--- config.mk ---
export PLATFORM = sky130hd
export DESIGN_NAME = tt_bist_seq_flat
export DESIGN_NICKNAME = d
export VERILOG_FILES = /design/src/rtl/tt_bist_seq_if.sv /design/src/rtl/tt_bist_seq.sv /design/src/flat_wrapper.sv
export SDC_FILE = /design/constraint.sdc
export NUM_CORES = 1
export LEC_CHECK = 0
export BUFFER_PORTS_ARGS = -buffer_cell sky130_fd_sc_hd__clkbuf_2
export CORE_ASPECT_RATIO = 1.75
export CORE_MARGIN = 8
export CORE_UTILIZATION = 30
export CTS_BUF_LIST = sky130_fd_sc_hd__clkbuf_2 sky130_fd_sc_hd__clkbuf_4 sky130_fd_sc_hd__clkbuf_8
export CTS_CLUSTER_SIZE = 24
export DETAILED_ROUTE_END_ITERATION = 8
export GPL_ROUTABILITY_DRIVEN = 0
export GPL_TIMING_DRIVEN = 0
export HOLD_SLACK_MARGIN = 0.06
export PLACE_DENSITY = 0.58
export RECOVER_POWER = 50
export SLEW_MARGIN = 20
export SYNTH_ARGS = -nofsm -noshare
export SYNTH_HDL_FRONTEND = slang
export SYNTH_SLANG_ARGS = --single-unit
--- constraint.sdc ---
create_clock -name clk -period 5 [get_ports clk]
set_input_delay 0.75 -clock clk [delete_from_list [all_inputs] [get_ports clk]]
set_output_delay 0.75 -clock clk [all_outputs]
set_load 0.01 [all_outputs]
--- src/rtl/tt_bist_seq_if.sv ---
// Pin-side bus between the BIST sequencer and the tt_um_top datapath, plus run status.
// The master modport is the sequencer; the slave modport is the DUT/environment side.
interface tt_bist_seq_if;
  logic       start;
  logic [7:0] dut_ui;
  logic [7:0] dut_uio;
  logic [7:0] dut_uo;
  logic       busy;
  logic       done;
  logic       pass;
  logic [7:0] fail_count;
  logic [7:0] fail_idx;

  modport master (
    input  start, dut_uo,
    output dut_ui, dut_uio, busy, done, pass, fail_count, fail_idx
  );

  modport slave (
    output start, dut_uo,
    input  dut_ui, dut_uio, busy, done, pass, fail_count, fail_idx
  );
endinterface

--- src/rtl/tt_bist_seq.sv ---
// Built-in self-test sequencer: walks adder vectors then half-latch lanes on tt_um_top,
// comparing dut_uo against internally generated expectations and logging failures.
module tt_bist_seq #(
  parameter int N_VEC  = 16,
  parameter int SETTLE = 2
) (
  input  logic          clk,
  input  logic          rst_n,
  tt_bist_seq_if.master bus
);

  typedef enum logic [3:0] {
    IDLE,
    A_DRIVE,
    A_WAIT,
    A_CHECK,
    L_WRITE,
    L_HOLD,
    L_CLR,
    L_WAIT,
    L_CHECK,
    FIN
  } state_t;

  state_t     state;
  logic [6:0] vec_idx;
  logic [2:0] latch_step;
  logic [3:0] wait_cnt;
  logic [7:0] ui_q;
  logic [7:0] uio_q;
  logic [7:0] fail_count_q;
  logic [7:0] fail_idx_q;
  logic       busy_q;
  logic       done_q;
  logic       pass_q;

  logic [1:0] lane;
  logic       lane_d;
  logic [6:0] next_vec;
  logic [2:0] next_step;
  logic       next_d;
  logic [7:0] expected_sum;
  logic [7:0] check_index;
  logic       mismatch;

  function automatic logic [7:0] adder_ui(input logic [6:0] idx);
    logic [5:0] a;
    a = idx[5:0] * 6'd5 + 6'd2;
    return {2'b00, a};
  endfunction

  function automatic logic [7:0] adder_uio(input logic [6:0] idx);
    return {idx[0], idx} ^ 8'h05;
  endfunction

  // Mode bit 6 selects the latch path; only the lane's data bit is ever set.
  function automatic logic [7:0] latch_ui(input logic [1:0] k, input logic d);
    return 8'h40 | ({7'd0, d} << k);
  endfunction

  assign lane      = latch_step[2:1];
  assign lane_d    = latch_step[1] ^ latch_step[0];
  assign next_vec  = vec_idx + 7'd1;
  assign next_step = latch_step + 3'd1;
  assign next_d    = next_step[1] ^ next_step[0];

  always_comb begin
    expected_sum = adder_ui(vec_idx) + adder_uio(vec_idx);
    mismatch     = 1'b0;
    check_index  = {1'b0, vec_idx};
    if (state == A_CHECK) begin
      mismatch = (bus.dut_uo != expected_sum);
    end else if (state == L_CHECK) begin
      mismatch    = (bus.dut_uo[lane] != lane_d);
      check_index = 8'(N_VEC) + {5'd0, latch_step};
    end
  end

  always_ff @(posedge clk or negedge rst_n) begin
    if (!rst_n) begin
      state        <= IDLE;
      vec_idx      <= '0;
      latch_step   <= '0;
      wait_cnt     <= '0;
      ui_q         <= '0;
      uio_q        <= '0;
      fail_count_q <= '0;
      fail_idx_q   <= 8'hFF;
      busy_q       <= 1'b0;
      done_q       <= 1'b0;
      pass_q       <= 1'b0;
    end else begin
      // Failures are only ever flagged in a CHECK state, so this never races the IDLE clear.
      if (mismatch) begin
        if (fail_count_q != 8'hFF) fail_count_q <= fail_count_q + 8'd1;
        if (fail_idx_q == 8'hFF)   fail_idx_q   <= check_index;
      end

      case (state)
        IDLE: begin
          if (bus.start) begin
            state        <= A_DRIVE;
            busy_q       <= 1'b1;
            done_q       <= 1'b0;
            pass_q       <= 1'b0;
            fail_count_q <= '0;
            fail_idx_q   <= 8'hFF;
            vec_idx      <= '0;
            ui_q         <= adder_ui(7'd0);
            uio_q        <= adder_uio(7'd0);
          end
        end

        A_DRIVE: begin
          if (SETTLE == 0) begin
            state <= A_CHECK;
          end else begin
            state    <= A_WAIT;
            wait_cnt <= 4'(SETTLE - 1);
          end
        end

        A_WAIT: begin
          if (wait_cnt == 4'd0) state <= A_CHECK;
          else                  wait_cnt <= wait_cnt - 4'd1;
        end

        A_CHECK: begin
          if (vec_idx == 7'(N_VEC - 1)) begin
            state      <= L_WRITE;
            latch_step <= '0;
            ui_q       <= latch_ui(2'd0, 1'b0);
            uio_q      <= 8'h01;
          end else begin
            state   <= A_DRIVE;
            vec_idx <= next_vec;
            ui_q    <= adder_ui(next_vec);
            uio_q   <= adder_uio(next_vec);
          end
        end

        L_WRITE: state <= L_HOLD;

        // Drop the enable and flip the data so only a retained value passes.
        L_HOLD: begin
          state <= L_CLR;
          ui_q  <= latch_ui(lane, ~lane_d);
          uio_q <= '0;
        end

        L_CLR: begin
          if (SETTLE == 0) begin
            state <= L_CHECK;
          end else begin
            state    <= L_WAIT;
            wait_cnt <= 4'(SETTLE - 1);
          end
        end

        L_WAIT: begin
          if (wait_cnt == 4'd0) state <= L_CHECK;
          else                  wait_cnt <= wait_cnt - 4'd1;
        end

        L_CHECK: begin
          if (latch_step == 3'd7) begin
            state <= FIN;
            ui_q  <= '0;
            uio_q <= '0;
          end else begin
            state      <= L_WRITE;
            latch_step <= next_step;
            ui_q       <= latch_ui(next_step[2:1], next_d);
            uio_q      <= 8'b1 << next_step[2:1];
          end
        end

        FIN: begin
          state  <= IDLE;
          busy_q <= 1'b0;
          done_q <= 1'b1;
          pass_q <= (fail_count_q == 8'd0);
          ui_q   <= '0;
          uio_q  <= '0;
        end

        default: state <= IDLE;
      endcase
    end
  end

  assign bus.dut_ui     = ui_q;
  assign bus.dut_uio    = uio_q;
  assign bus.busy       = busy_q;
  assign bus.done       = done_q;
  assign bus.pass       = pass_q;
  assign bus.fail_count = fail_count_q;
  assign bus.fail_idx   = fail_idx_q;

endmodule
--- src/flat_wrapper.sv ---
// flat-port wrapper written by rule: the top's interface ports become plain ports
module tt_bist_seq_flat 
#(
  parameter int N_VEC  = 16,
  parameter int SETTLE = 2
)
  (clk, rst_n, bus_start, bus_dut_uo, bus_dut_ui, bus_dut_uio, bus_busy, bus_done, bus_pass, bus_fail_count, bus_fail_idx);
  tt_bist_seq_if bus_i ();
  input  logic clk;
  input  logic rst_n;
  input wire logic [$bits(bus_i.start)-1:0] bus_start;
  input wire logic [$bits(bus_i.dut_uo)-1:0] bus_dut_uo;
  output wire logic [$bits(bus_i.dut_ui)-1:0] bus_dut_ui;
  output wire logic [$bits(bus_i.dut_uio)-1:0] bus_dut_uio;
  output wire logic [$bits(bus_i.busy)-1:0] bus_busy;
  output wire logic [$bits(bus_i.done)-1:0] bus_done;
  output wire logic [$bits(bus_i.pass)-1:0] bus_pass;
  output wire logic [$bits(bus_i.fail_count)-1:0] bus_fail_count;
  output wire logic [$bits(bus_i.fail_idx)-1:0] bus_fail_idx;
  assign bus_i.start = bus_start;
  assign bus_i.dut_uo = bus_dut_uo;
  assign bus_dut_ui = bus_i.dut_ui;
  assign bus_dut_uio = bus_i.dut_uio;
  assign bus_busy = bus_i.busy;
  assign bus_done = bus_i.done;
  assign bus_pass = bus_i.pass;
  assign bus_fail_count = bus_i.fail_count;
  assign bus_fail_idx = bus_i.fail_idx;
  tt_bist_seq #(.N_VEC(N_VEC), .SETTLE(SETTLE)) u_core (.clk(clk), .rst_n(rst_n), .bus(bus_i));
endmodule
* Word level (Yosys, flattened, before mapping)
Cells that the tools add are included.
Word-level totals: register bits 53, bits in latches 0, RAM bits 0, bits in read-only memories 0, bits of input ports 11, output and inout port bits 35, logic and storage cells 112, memories 0
Operators by class: add/subtract/negate cells 8, multipliers 2, divide/modulo/power cells 0, $lt $le $gt $ge 1, equal/unequal tests 22, shift-type cells 3, mux-type cells 41, bitwise operators 5, reduce and logical (&&, ||, !) cells 19
Operators by type and width (count):
- 8-bit 2-to-1 mux | 15
- 8-bit case mux with 5 select lines | 1
- 4-bit case mux with 9 select lines | 1
- 8-bit case mux with 4 select lines | 1
- 7-bit 2-to-1 mux | 3
- 4-bit 2-to-1 mux | 5
- 4-bit by 3-bit == test with 1-bit output, second input constant | 4
- 1-bit by 2-bit << shifter with 8-bit output | 2
- 7-bit case mux with 2 select lines | 1
- 6-bit by 2-bit adder with 6-bit output, second input constant | 2
- 6-bit by 3-bit multiplier with 6-bit output, second input constant | 2
- 2-bit inequality test, second input constant | 5
- 3-bit 2-to-1 mux | 3
- 3-bit AND reduction | 3
- 6-bit by 8-bit adder with 8-bit output | 1
- 8-bit by 1-bit adder with 8-bit output, second input constant | 1
- 4-bit by 2-bit == test with 1-bit output, second input constant | 2
- 4-bit == test, second input constant | 2
- 8-bit == test, second input constant | 1
- 4-bit zero test | 2
- 8-bit zero test | 1
- 8-bit inequality test | 1
- 8-bit inequality test, second input constant | 1
- 4-bit case mux with 2 select lines | 1
- other kinds (23) | 40

* Longest topological paths before layout
Gate-level depths: netlist of the first run.
depth after elaboration 8, depth in mapped cells 18

* Worst setup path before layout of the first run
OpenSTA, ideal clock, no wires.
kind flip-flop to flip-flop, from register u_core.vec_idx[0], to register u_core.fail_idx_q[6], in the netlist u_core.bus.fail_idx[6], setup time 0.077 ns, arrival 3.366 ns, setup slack 1.557 ns, stages on the path, launching flop included 17, period minus slack after synthesis 3.443 ns, cells stage by stage dfrtp_1 buf_2 inv_1 ha_1 nor2_1 inv_1 a31oi_1 inv_1 a21oi_1 xnor2_1 ha_1 xor2_1 or3_1 a2111o_1 and4_1 buf_2 a31oi_1
Between the ends: longest elaborated chain between the ends 8, elaborated cells on any way between the ends 9, classes of those cells add/sub: 2; mul: 1; eq/ne: 1; mux: 4; bitwise: 1
Ends and longest elaborated chain:
- from (decl) | RTL line tt_bist_seq.sv:26 | logic [6:0] vec_idx;
- from (signal assigned) | RTL line tt_bist_seq.sv:136 | vec_idx <= next_vec;
- 6-bit by 3-bit multiplier with 6-bit output | RTL line tt_bist_seq.sv:48 | a = idx[5:0] * 6'd5 + 6'd2;
- 6-bit by 2-bit adder with 6-bit output | RTL line tt_bist_seq.sv:48
- 6-bit by 8-bit adder with 8-bit output * | RTL line tt_bist_seq.sv:68 | expected_sum = adder_ui(vec_idx) + adder_uio(vec_idx);
- 8-bit inequality test * | RTL line tt_bist_seq.sv:72 | mismatch = (bus.dut_uo != expected_sum);
- 1-bit 2-to-1 mux * | RTL line tt_bist_seq.sv:71 | if (state == A_CHECK) begin
- 8-bit 2-to-1 mux * | RTL line tt_bist_seq.sv:94 | if (mismatch) begin
- 8-bit 2-to-1 mux | RTL line tt_bist_seq.sv:101 | if (bus.start) begin
- 8-bit 2-to-1 mux * | RTL line tt_bist_seq.sv:99 | case (state)
- to (signal assigned) | RTL line tt_bist_seq.sv:96 | if (fail_idx_q == 8'hFF) fail_idx_q <= check_index;
- to (decl) | RTL line tt_bist_seq.sv:32 | logic [7:0] fail_idx_q;
Every way passes the cells marked *; elsewhere a longest branch is shown, timed or not. A chain may end at the register's enable or synchronous reset.

* Final worst setup path of the first run
from register u_core.vec_idx[0], to register u_core.fail_idx_q[4], in the netlist u_core.bus.fail_idx[4]
Same word-level chain as after synthesis.

==> reports/metrics.cfg, run 1 <==
[outcome]
outcome=finished with violations
violations=capacitance limit, slew limit

[setup_path]
crit_path_frequent_cell=inv_1
cp_max_fo=9
critical_path.top_delay_family=compound AO/OA/AOI/OAI gates
critPathArrivalTime_ns=4.25
critPathRequiredTime_ns=5.26
slowest_stage=a2111o_1
worst_setup_path_start_kind=register
worst-path-buf-inv=5
path_cells=buf_2 > inv_1 > ha_1 > nor2_1 > inv_1 > a31oi_1 > inv_1 > a21oi_1 > xnor2_1 > ha_1 > xor2_1 > or3_1 > a2111o_1 > and4_1 > buf_2 > a31oi_1
path_class=register to register
slowest_delay_ns=0.48
end_kind=register

[clocking]
clockBufferDepth=2
post_cts_buffers=0
clkSinkCount=52
cts_hold_buf=0
htreeDepth=2
cts-root-buf=clkbuf_8
cts_buffers=5
cts_tree=built
path_clk_slew_ns=0.11
clk_latency_ns=0.33
ctsResizeCount=0

[sta]
period_share_pct=79.76
finalSetupViolCount=0
worst_slack_ns=1.012
rsz0062_at_grt=no
skew_ns=0.01689
drv_slew=53
fin_crit_ns=3.988
tightest_slew_ns=2.758
timing.fmax_ghz=0.2507
setup-tns-final_ns=0
slew_headroom_pct=-83.84
hold_viol=0

[routing]
ant_nets=0
vias=2958
first_iter_violations=134
detail_route.wirelength_um=9036
first_pass_iters=4
drc=0
wire_per_inst_um=15.80
routed_via_density=5.171

[yosys]
ys_ff_latch=52
async_flop_share_pct=100.0
synthFlopType=dfrtp_1
syn_area_mm2=0.003438
synthTopCellsByArea=dfrtp_1, ha_1, dfstp_2
synth_cell_types=55
synth.top_cell.area_share_pct=32.02
yosys.area.top_type=dfrtp_1
synth_fp_nets=425
synthCells=385
yosys_warnings=0
synth_edf_count=0
yosysSeqAreaShare_pct=38.14
syn_area_per_cell_um2=8.931

[placement]
io_buffer_count=44
post-place-ws_ns=1.009
dp_hpwl_um=7002

[finish]
final_cell_mix=nand2_1, dfrtp_1, nor2_1
fin_nets=476
final_common_cell=nand2_1
antenna_cells=0
drive_gt1_share_pct=12.13
synthToLayoutAreaGrowth_pct=13.39

[floorplan]
pin_count=46
die_height_um=157.6
start_util_pct=30.20
fp-row-count=52
core_area_mm2=0.01139
die_x_um=96.93
die-area_mm2=0.01528

[global_route]
grt_max_degree=53
antenna_found_initial=0
overflow=0
grt_pass1_vias=3153
grt_pass1_wl_um=15380
track_usage_pct=12.09

[run]
drv_cap=1

[pwr]
leakage_uw=0.001907
p_per_area_mw_per_mm2=613.9
ir_worst_vdd_v=0.0002249

[worst_hold_path]
hold_path_class=register to register

-- metal layers --
layer  GRT usage (%)  vias up  part of all wire, %
li1                -     1470                    -
met1           12.74     1411                   41
met2           22.60       63                   53
met3           2.053       14                  3.9
met4           5.895        0                  2.6
met5               0        -                    0
-- through the flow --
stage	instances	utilization (%)	instance area [um2]	power [uW]	hold slack, ns
floorplan	385	-	3438	1752	0.4544
global placement	564	33.62	3827	2126	0.4635
detailed placement	564	33.64	3830	2151	0.4696
CTS	572	34.44	3921	2424	0.4943
global route	572	34.24	3899	2635	0.5314
finish	572	34.24	3899	2394	0.4875
-- final timing paths --
kind	start	endpoint	slack [ns]	cells after the start
worst max-delay path	u_core.vec_idx[0]	u_core.bus.fail_idx[4]	1.01	16
worst max register to register	u_core.vec_idx[0]	u_core.bus.fail_idx[4]	1.01	16
worst min-delay path	u_core.bus.done	u_core.bus.done	0.49	1
min in group asynchronous	rst_n	u_core.bus.dut_uio[5]	1.28	1
max in group asynchronous	rst_n	u_core.bus.busy	2.15	1
worst min register to register	u_core.bus.done	u_core.bus.done	0.49	1
-- final cells by class --
| type | instances | area (um2) |
|---|---|---|
| tap | 135 | 168.9 |
| sequential | 52 | 1311 |
| multi-input combinational | 297 | 1983 |
| buffer | 17 | 72.57 |
| clock buffer | 5 | 68.82 |
| clock inverter | 3 | 22.52 |
| fill | 1167 | 7487 |
| inverter | 19 | 71.32 |
| timing repair buffer | 44 | 200.2 |
-- cell usage after synthesis (2+ instances only) --
| cell | n |
|---|---|
| xnor2_1 | 16 |
| o21a_1 | 3 |
| or3_1 | 5 |
| nand3_1 | 19 |
| nor2b_1 | 4 |
| nor3_1 | 8 |
| mux2i_1 | 8 |
| o21ai_0 | 18 |
| xor2_1 | 13 |
| nand2_1 | 47 |
| dfstp_2 | 8 |
| a22o_1 | 3 |
| clkbuf_1 | 10 |
| nand2b_1 | 3 |
| dfrtp_1 | 44 |
| buf_1 | 2 |
| o31ai_1 | 3 |
| a41o_1 | 2 |
| a21oi_1 | 18 |
| a211oi_1 | 2 |
| and4_1 | 2 |
| a21o_1 | 6 |
| nor2_1 | 30 |
| nand4_1 | 4 |
| buf_2 | 4 |
| a31oi_1 | 10 |
| and3_1 | 8 |
| o22ai_1 | 3 |
| ha_1 | 28 |
| and2_1 | 6 |
| nor4_1 | 3 |
| inv_1 | 19 |
| o21ai_1 | 3 |
| a221o_1 | 2 |
-- worst reg2reg max path: stages, from the launching register on --
cell	delay [ns]
dfrtp_1	0.40
buf_2	0.24
inv_1	0.14
ha_1	0.21
nor2_1	0.26
inv_1	0.10
a31oi_1	0.27
inv_1	0.07
a21oi_1	0.18
xnor2_1	0.09
ha_1	0.36
xor2_1	0.20
or3_1	0.35
a2111o_1	0.48
and4_1	0.22
buf_2	0.16
a31oi_1	0.19
-- power by group --
part / internal (uW) / total (uW) / switching [uW]
clock network: 101 / 262 / 161
registers: 565 / 683 / 118
logic: 600 / 1450 / 848
total: 1270 / 2390 / 1130
-- logic make-up (layout without fill, tap and decap cells) --
family | after synthesis | in the layout | share of synthesized area (%)
other cells | 1 | 1 | 0.1091
fa+ha+maj | 29 | 29 | 10.77
mux | 10 | 10 | 3.312
compound gates | 88 | 88 | 16.89
simple gates | 140 | 140 | 19.21
xor+xnor | 29 | 29 | 7.387
flops | 52 | 52 | 38.14
buf+inv | 36 | 88 | 4.185
-- registers in the layout, indices dropped and copies added, names as in the netlist --
signal	cells
u_core.state	4
u_core.bus.dut_ui	7
u_core.wait_cnt	4
u_core.bus.fail_count	8
u_core.bus.busy	1
u_core.bus.done	1
u_core.bus.fail_idx	8
u_core.bus.dut_uio	8
u_core.bus.pass	1
u_core.latch_step	3
u_core.vec_idx	7
Power figures use the tool's default switching activity.
==> inputs of run 2 (changes only) <==
==> constraint.sdc (replaced) <==
create_clock -name clk -period 4.1 [get_ports clk]
set_input_delay 0.615 -clock clk [delete_from_list [all_inputs] [get_ports clk]]
set_output_delay 0.615 -clock clk [all_outputs]
set_load 0.01 [all_outputs]
==> run 2 against run 1 <==
- the run still ends with capacitance limit, slew limit left
- clock power rose by 21%
- non-clock buffer count did not move
- sequential share of layout area fell by 0.086 points
- combinational power rose by 23%
- critical path depth did not move
- largest power group unchanged
==> reports/metrics.cfg, run 2 (synthesis gave the netlist of run 1 again) <==
[routing]
detail_route.wirelength_um=9014
routed_via_density=5.178
first_iter_violations=152
wire_per_inst_um=15.76
first_pass_iters=4
ant_nets=0
drc=0
vias=2962

[sta]
fin_crit_ns=3.819
timing.fmax_ghz=0.2619
rsz0062_at_grt=no
tightest_slew_ns=2.751
setup-tns-final_ns=0
hold_viol=0
holdWs_ns=0.4874
drv_slew=53
slew_headroom_pct=-83.43
period_share_pct=93.14
skew_ns=0.01659
finalSetupViolCount=0

[worst_hold_path]
min_from=u_core.bus.done
hold_path_class=register to register

[floorplan]
die_height_um=157.6
core_area_mm2=0.01139
start_util_pct=30.20
die_x_um=96.93
pin_count=46
fp-row-count=52
die-area_mm2=0.01528

[pwr]
p_clk_share_pct=10.8
power.switching_uw=1378
internal_power_uw=1550
swShare_pct=47.06
p_comb_share_pct=60.7
p_per_area_mw_per_mm2=749.3
pwr-share-seq_pct=28.4
ir_worst_vdd_v=0.0002711
leakage_uw=0.001906

[finish]
final_cell_mix=nand2_1, dfrtp_1, nor2_1
drive_gt1_share_pct=12.36
regArea_mm2=0.001311
fillCellCount=1164
multi_input_area_mm2=0.001992
fin_nets=476
postLayoutCoreUtil_pct=34.33
final_cells=572
synthToLayoutAreaGrowth_pct=13.68
antenna_cells=0
final_common_cell=nand2_1

[clocking]
htreeDepth=2
post_cts_buffers=0
cts-root-buf=clkbuf_8
clk_latency_ns=0.33
cts_tree=built
path_clk_slew_ns=0.11
ctsResizeCount=0
clkSinkCount=52
cts_buffers=5
cts_hold_buf=0
clockBufferDepth=2

[global_route]
antenna_found_initial=0
overflow=0
grt_pass1_vias=3153
grt_max_degree=53
grt_pass1_wl_um=15380
track_usage_pct=12.09

[placement]
place_inst=564
io_buffer_count=44
dp_hpwl_um=7002

[setup_path]
end_kind=register
r2r_end=u_core.bus.fail_idx[4]
critPathRequiredTime_ns=4.36
r2r_slack_ns=0.28
reg2regPathDepth=16
path_class=register to register
worst_setup_path_start_kind=register
cp_max_fo=9
critPathArrivalTime_ns=4.08
endpoint=u_core.bus.fail_idx[4]
worstReg2RegStart=u_core.vec_idx[0]
startpoint=u_core.vec_idx[0]

[outcome]
violations=capacitance limit, slew limit
outcome=finished with violations

[run]
drv_cap=1

==> run 2: how the worst min path moves through the flow <==
stage,end,slack (ns),cells after the start
3_5_place_dp,u_core.bus.done,0.47,1
6_report,u_core.bus.done,0.49,1
4_1_cts,u_core.bus.dut_uio[5],0.39,1
5_1_grt,u_core.bus.done,0.53,1
2_1_floorplan,u_core.bus.busy,0.32,0
3_3_place_gp,u_core.bus.done,0.46,1
==> run 2: per-layer routing <==
metal | part of all wire (%) | track usage, %
met5 | 0 | 0
met1 | 41 | 12.74
met4 | 2.6 | 5.895
met2 | 53 | 22.60
met3 | 3.6 | 2.053
==> run 2: power groups by stage <==
stage	Sequential [uW]	Clock, uW	Combinational [uW]
CTS	837	326	1790
global placement	837	0	1750
detailed placement	846	0	1780
global route	862	346	2020
floorplan	863	0	1270
finish	833	318	1780
==> run 2: critical path, stage by stage, from the launching register on <==
cell and delay (ns):
dfrtp_1 0.40, clkbuf_4 0.22, inv_1 0.12, ha_1 0.22
nor2_2 0.19, inv_1 0.09, a31oi_2 0.23, inv_1 0.06
a21oi_1 0.17, xnor2_1 0.09, ha_1 0.36, xor2_1 0.20
or3_1 0.35, a2111o_1 0.48, and4_1 0.21, buf_2 0.16
a31oi_1 0.19
==> run 2: layout make-up <==
class	count	share of cell area [%]
tap	135	4.321
clock inverter	3	0.5762
inverter	19	1.825
buffer	17	1.921
clock buffer	5	1.761
sequential	52	33.55
multi-input combinational	297	50.96
timing repair buffer	44	5.090
==> run 2: metrics by stage <==
step / instance area (um2) / total power, uW / setup WS [ns]
finish: 3909 / 2929 / 0.2811
global route: 3909 / 3225 / 0.04573
CTS: 3921 / 2956 / 0.08371
detailed placement: 3830 / 2624 / 0.1094
global placement: 3827 / 2592 / 0.1878
floorplan: 3438 / 2137 / 0.6569
